==> src/rtl/const.sv <==
// Shared constants header: ROB index width and architectural register index width.
`ifndef CONST_V
`define CONST_V
`define ROB_INDEX_BIT 4
`define REG_INDEX_BIT 5
`endif

==> src/rtl/register_file_pkg.sv <==
// Shared types for the renaming register file: one entry per architectural register.
`include "const.sv"

package register_file_pkg;
    localparam int ROB_W  = `ROB_INDEX_BIT;
    localparam int REG_W  = `REG_INDEX_BIT;
    localparam int DATA_W = 32;

    typedef struct packed {
        logic [DATA_W-1:0] val;
        logic              busy;
        logic [ROB_W-1:0]  tag;
    } reg_entry_t;
endpackage

==> src/rtl/register_file_read_port.sv <==
// One combinational source lookup with commit forwarding; x0 always reads as zero.
module rf_read_port
    import register_file_pkg::*;
#(
    parameter int NREG = 32
) (
    input  logic [REG_W-1:0]       rs_id,
    input  reg_entry_t [NREG-1:0]  regs,
    input  logic [REG_W-1:0]       cm_rd,
    input  logic [DATA_W-1:0]      cm_val,
    input  logic [ROB_W-1:0]       cm_rob_id,
    output logic [DATA_W-1:0]      rs_val,
    output logic                   rs_busy,
    output logic [ROB_W-1:0]       rs_rob_id
);
    reg_entry_t entry;

    always_comb begin
        entry     = '0;
        rs_val    = '0;
        rs_busy   = 1'b0;
        rs_rob_id = '0;
        if (rs_id != '0 && int'(rs_id) < NREG) begin
            entry     = regs[rs_id];
            rs_rob_id = entry.tag;
            // A commit from the current owner resolves the source this very cycle.
            if (cm_rd == rs_id && entry.busy && entry.tag == cm_rob_id) begin
                rs_val  = cm_val;
                rs_busy = 1'b0;
            end else begin
                rs_val  = entry.val;
                rs_busy = entry.busy;
            end
        end
    end
endmodule

==> src/rtl/register_file.sv <==
// Renaming architectural register file: values, busy bits and owning ROB tags.
module register_file
    import register_file_pkg::*;
#(
    parameter int NREG = 32
) (
    input  logic                clk_in,
    input  logic                rst_in,
    input  logic                rdy_in,
    input  logic                clear_in,
    input  logic                iss_req,
    input  logic [REG_W-1:0]    iss_rd,
    input  logic [ROB_W-1:0]    iss_rob_id,
    input  logic [REG_W-1:0]    cm_rd,
    input  logic [DATA_W-1:0]   cm_val,
    input  logic [ROB_W-1:0]    cm_rob_id,
    input  logic [REG_W-1:0]    rs1_id,
    input  logic [REG_W-1:0]    rs2_id,
    output logic [DATA_W-1:0]   rs1_val,
    output logic [DATA_W-1:0]   rs2_val,
    output logic                rs1_busy,
    output logic                rs2_busy,
    output logic [ROB_W-1:0]    rs1_rob_id,
    output logic [ROB_W-1:0]    rs2_rob_id
);
    reg_entry_t [NREG-1:0] regs;

    // Entry 0 is never written, so it stays at its reset value of zero.
    always_ff @(posedge clk_in or negedge rst_in) begin
        if (!rst_in) begin
            regs <= '0;
        end else if (rdy_in) begin
            for (int i = 1; i < NREG; i++) begin
                if (cm_rd == REG_W'(i)) begin
                    regs[i].val <= cm_val;
                end
                if (clear_in) begin
                    regs[i].busy <= 1'b0;
                    regs[i].tag  <= '0;
                end else if (iss_req && iss_rd == REG_W'(i)) begin
                    regs[i].busy <= 1'b1;
                    regs[i].tag  <= iss_rob_id;
                end else if (cm_rd == REG_W'(i) && regs[i].tag == cm_rob_id) begin
                    regs[i].busy <= 1'b0;
                end
            end
        end
    end

    rf_read_port #(.NREG(NREG)) u_rd1 (
        .rs_id     (rs1_id),
        .regs      (regs),
        .cm_rd     (cm_rd),
        .cm_val    (cm_val),
        .cm_rob_id (cm_rob_id),
        .rs_val    (rs1_val),
        .rs_busy   (rs1_busy),
        .rs_rob_id (rs1_rob_id)
    );

    rf_read_port #(.NREG(NREG)) u_rd2 (
        .rs_id     (rs2_id),
        .regs      (regs),
        .cm_rd     (cm_rd),
        .cm_val    (cm_val),
        .cm_rob_id (cm_rob_id),
        .rs_val    (rs2_val),
        .rs_busy   (rs2_busy),
        .rs_rob_id (rs2_rob_id)
    );
endmodule
==> config.mk <==
export PLATFORM = sky130hd
export DESIGN_NAME = register_file
export DESIGN_NICKNAME = d
export VERILOG_FILES = /design/src/rtl/register_file_pkg.sv /design/src/rtl/register_file_read_port.sv /design/src/rtl/register_file.sv
export VERILOG_INCLUDE_DIRS = /design/src /design/src/rtl
export SDC_FILE = /design/constraint.sdc
export NUM_CORES = 2
export LEC_CHECK = 0
export BUFFER_PORTS_ARGS = -buffer_cell sky130_fd_sc_hd__buf_2
export CORE_UTILIZATION = 25
export DETAILED_ROUTE_END_ITERATION = 16
export HOLD_SLACK_MARGIN = 0.08
export SLEW_MARGIN = 20
export SYNTH_ARGS = -nofsm -noshare
export SYNTH_HDL_FRONTEND = slang
export SYNTH_HIERARCHICAL = 1
export SYNTH_SLANG_ARGS = --single-unit
==> constraint.sdc <==
create_clock -name clk_in -period 3.84 [get_ports clk_in]
set_input_delay 0.768 -clock clk_in [delete_from_list [all_inputs] [get_ports clk_in]]
set_output_delay 0.768 -clock clk_in [all_outputs]
set_load 0.005 [all_outputs]
[After elaboration in Yosys (flattened, before gate mapping)]
Index checks and enable logic that the tools add are counted.
Storage, ports and cells
  bits in registers: 1147
  input port bits: 65
  output and inout port bits: 74
Cells by class
  magnitude comparators: 2
  equality and inequality tests: 97
  multiplexer cells: 138
  reductions and logical operators: 223
Operators by type and width (count)
  37-bit binary-select mux with 5-bit select: 2
  2-bit AND reduction: 93
  5-bit == test (second input constant): 32
  5-bit 2-to-1 mux: 31
  4-bit == test: 33
  4-bit 2-to-1 mux: 33
  32-bit 2-to-1 mux: 4
  3-bit nonzero test: 31
  5-bit by 4-bit == test with 1-bit output (second input constant): 16
  37-bit 2-to-1 mux: 2
  1-bit logical AND: 66
  1-bit 2-to-1 mux: 66
  2-bit nonzero test: 31
  5-bit by 3-bit == test with 1-bit output (second input constant): 8
  5-bit by 2-bit == test with 1-bit output (second input constant): 4
  5-bit by 6-bit less-than comparator with 1-bit output (second input constant): 2
  5-bit by 1-bit == test with 1-bit output (second input constant): 2
  5-bit == test: 2
  5-bit nonzero test: 2

[Logic depth before layout (Yosys ltp)]
  depth after elaboration: 6
  gate-level depth with buffers: 14
  mapped depth without buffers: 8

[Cells and area by module]
Netlist, hierarchy kept.
Modules (own cells, without submodules)
  register_file: times used 1, cells each 3207, area each 46547.1 µm², seq. area each 28702.5 µm²
  rf_read_port: times used 2, cells each 645, area each 10050.9 µm², seq. area each 0.0 µm²

[Worst setup path after synthesis]
OpenSTA, ideal clock, no wires.
  path type: input-to-output
  start: input rs1_id[0]
  end: output rs1_val[30]
  arrival time: 3077 ps
  data required time: 3072 ps
  slack: -5 ps
  stages on the path: 9
  path through: buf_2 buf_6 buf_2 buf_2 buf_2 mux4_2 mux4_2 mux2i_1 a211oi_2
Between the ends
  word-level cells in the longest chain between the ends: 6
Ends and longest elaborated chain
  start: declaration: line register_file.sv:17  | input logic [REG_W-1:0] rs1_id,
  37-bit binary-select mux with 5-bit select: line register_file_read_port.sv:24  | entry = regs[rs_id];
  37-bit 2-to-1 mux (not written as such): line register_file_read_port.sv:24
  4-bit == test or 1-bit logical AND (tied branches): line register_file_read_port.sv:27  | if (cm_rd == rs_id && entry.busy && entry.tag == cm_rob_id) begin
  1-bit logical AND: line register_file_read_port.sv:27
  32-bit 2-to-1 mux: line register_file_read_port.sv:27
  32-bit 2-to-1 mux (*): line register_file_read_port.sv:23  | if (rs_id != '0 && int'(rs_id) < NREG) begin
  end: declaration: line register_file.sv:19  | output logic [DATA_W-1:0] rs1_val,
Mark *: on every way between the ends. The rest lies on a longest branch, timed or not. The select of a mux whose other input is x is not followed.

[Worst setup path in the final report]
  start: register regs[447] (netlist name)
  end: output rs2_val[21]
Between the ends
  word-level cells in the longest chain between the ends: 6
Ends and longest elaborated chain
  37-bit binary-select mux with 5-bit select: line register_file_read_port.sv:24
  37-bit 2-to-1 mux (not written as such): line register_file_read_port.sv:24
  4-bit == test: line register_file_read_port.sv:27
  1-bit logical AND: line register_file_read_port.sv:27
  32-bit 2-to-1 mux: line register_file_read_port.sv:27
  32-bit 2-to-1 mux: line register_file_read_port.sv:23
  end: declaration: line register_file.sv:20  | output logic [DATA_W-1:0] rs2_val,
Every way passes these cells. The select of a mux whose other input is x is not followed.

==> results.toml <==
[status]
status = "complete, but fails checks"
failed_checks = "design-rule violations, negative setup slack"

[cells_and_area]
top_register = "regs"
fin_util_pct = 30.1
multi_input_area_um2 = 36200
n_fill_cell = 26100
final_nets = 4893
register_area_um2 = 28700
syn2layout_area_growth_pct = 19.8
largest_reg_flops = 1147
reg_top3 = "regs x1147"
design_area_um2 = 79900
drive_gt1_share_pct = 55.8

[place]
io_buffers = 138
dp_hpwl_mm = 142
postPlaceCellArea_um2 = 74300
globalplace.congestion = 1.01

[synthesis]
synth_edf_count = 0
yosysWarnings = 80
ys_types = 70
netlist_instances = 4497
synth_seq_cells = 1147
async_flop_share_pct = 100
ys.flop_type = "dfrtp_1"
yosysSeqAreaShare_pct = 43.1
synth_area_per_cell_um2 = 14.8
yosys.area.top_type = "dfrtp_1"
yosys-top-cells-area = "dfrtp_1 43%, mux4_2 24%, mux2_2 17%"
netlist_area_um2 = 66600
yosys.area.top_type_share_pct = 43.1

[timing]
clock.fmax_mhz = 213
fin_tns_setup_ns = -44.88
slew_headroom_pct = 24.3
holdWs_ns = 0.502
final-setup-viol-count = 66
hold_viol = 0
report.final.slew_viol_count = 0
period_needed_ns = 4.70
tightestPinTransition_ns = 1.14
rsz0062_at_grt = "true"
fin_skew_ns = 0.0462
setup_slack_ns = -0.859
timing.final.crit_share_pct = 122

[setup_path]
crit_arrival_ns = 3.93
r2r_end = "regs[818]$_DFFE_PN0P_"
startpoint_type = "flip-flop"
reg2reg_from = "regs[816]$_DFFE_PN0P_"
crit_path_end_kind = "primary output"
rr_worst_depth = 5
crit_fanout = 6
critPathRequiredTime_ns = 3.07
crit_type = "flip-flop to primary output"
r2r_slack_ns = 1.88

[hold_path]
hp-class = "input port to asynchronous set/reset pin"

[global_routing]
antenna_found_initial = 10
first_global_vias = 46800
gr-usage-all-layers_pct = 17.1
grt_max_degree = 136
grt_pass1_wl_mm = 341
gr-total-overflow = 0

[die]
initial_core_util_pct = 25.1
dieWidth_um = 518
ioPinCount = 139
placementRows = 189
die_y_um = 518
die-area_um2 = 269000
fp.coreArea_um2 = 265000

[power]
ir_drop_mv = 0.421
powerDensity_nw_per_um2 = 470
p_leak_uw = 0.0331
total_power_uw = 37500

[route]
via_per_inst = 5.34
wirelength_mm = 233
drc = 32
vias = 45200
dr.pass1.iters = 12
wl_per_cell_um = 27.5
first_iter_violations = 4128
antenna_left = 0

[cts]
clock_sinks = 1147
clk_pin_slew_worst_paths_ns = 0.06
cts_inserted_buffers = 119
clockBufferDepth = 3
root_buffer = "clkbuf_16"
insertion_delay_ns = 0.79
h-tree-depth = 3
cts_tree = "done"

[job]
maxCapViolations = 0
cells in the mapped netlist (5+ instances only):
library cell,number
a21boi_0,5
nor4_1,34
nand4_1,9
mux2i_1,88
and3b_1,10
buf_4,19
buf_6,17
a311oi_1,16
nand2b_1,48
mux2_2,999
dfrtp_1,1147
nand3_1,52
nor2_1,92
a31oi_1,5
buf_2,217
nand4bb_1,7
mux4_2,710
and4bb_2,5
nand2_1,60
o21ai_0,5
a211oi_1,39
nor2_2,20
a211oi_2,56
nor3_1,12
mux2_1,22
o211ai_1,70
buf_1,37
a21oi_1,26
inv_1,99
a22oi_1,10
nor2b_1,20
xor2_1,132
and4_1,5
o221ai_1,63
nor3b_1,8
clkbuf_1,203
and3_1,12
o311ai_0,39
nand4b_1,6
or2_2,5
kinds of logic after synthesis:
logic type             count (synthesis)  synth area share, %
multiplexers                        1823                 42.7
flip-flops                          1147                 43.1
buffers and inverters                599                 4.15
AND/OR/NAND/NOR                      427                 3.62
AO/OA/AOI/OAI                        364                 4.72
XOR/XNOR                             136                 1.79
other                                  1              0.00563
how the worst max path moves through the flow:
stage / start / to / slack (ns) / cells after the start
2_1_floorplan: rs1_id[0] / rs1_val[11] / -0.003 / 9
3_3_place_gp: rs1_id[1] / rs1_val[1] / -0.78 / 13
3_5_place_dp: rs1_id[1] / rs1_val[1] / -0.75 / 13
4_1_cts: regs[740]$_DFFE_PN0P_ / rs2_val[3] / -0.77 / 13
5_1_grt: regs[483]$_DFFE_PN0P_ / rs2_val[21] / -0.85 / 12
6_report: regs[447]$_DFFE_PN0P_ / rs2_val[21] / -0.86 / 12
power by group:
part / leakage [µW] / total (µW) / switching [µW] / internal [µW]
Clock: 0.00196 / 11900 / 5240 / 6680
Combinational: 0.0164 / 9560 / 3890 / 5670
Sequential: 0.0147 / 16100 / 1720 / 14400
Total: 0.0331 / 37500 / 10800 / 26700
stage by stage:
stage               setup slack (ns)  std cells
floorplan                   -0.00277       4570
global placement              -0.780       8182
detailed placement            -0.754       8182
CTS                           -0.768       8430
global route                  -0.853       8465
finish                        -0.859       8468
final cells by class:
| type | instances | share of cell area, % |
|---|---|---|
| Inverter | 102 | 0.479 |
| Timing Repair Buffer | 634 | 7.63 |
| Tap cell | 3533 | 5.54 |
| Sequential cell | 1147 | 35.9 |
| Clock buffer | 177 | 4.42 |
| Multi-Input combinational cell | 2824 | 45.4 |
| Clock inverter | 37 | 0.578 |
| Antenna cell | 14 | 0.0439 |
timing repair:
action                                 in CTS  in global routing
hold buffers                                1                  0
buffers inserted                           22                 24
gates cloned                               11                  3
pin swaps                                  45                 44
endpoints found under the hold margin      18                  0
resized for setup                         138                 52
setup endpoints to repair                  66                 66
cell usage in the layout, fill, tap and decap left out, types with 48 or more instances in the layout:
master | synthesis | layout
dfrtp_1 | 1147 | 1144
inv_1 | 99 | 99
xor2_1 | 132 | 131
nand3_1 | 52 | 48
o211ai_1 | 70 | 70
a211oi_2 | 56 | 53
mux2i_1 | 88 | 78
buf_4 | 19 | 369
mux4_2 | 710 | 710
mux2_2 | 999 | 999
buf_12 | 0 | 82
clkbuf_16 | 0 | 121
buf_2 | 217 | 116
o221ai_1 | 63 | 63
conb_1 | 1 | 74
worst max-delay path, stage by stage, from the launching register on:
cell       delay (ns)
dfrtp_1          0.44
buf_4            0.19
mux4_2           0.50
mux2i_1          0.36
nand3_1          0.15
o211ai_2         0.13
xor2_2           0.22
o2111ai_4        0.22
buf_12           0.20
clkbuf_16        0.20
clkbuf_16        0.19
a211oi_2         0.23
buf_2            0.14
per-layer routing:
layer | vias to the layer above | track usage, % | part of all wire (%)
li1 | 18200 | - | -
met1 | 24500 | 22.7 | 41
met2 | 1959 | 27.2 | 47
met3 | 532 | 2.39 | 6.4
met4 | 0 | 8.91 | 5.7
met5 | - | 0 | 0
Note: power is estimated with default switching activity, not from simulation.
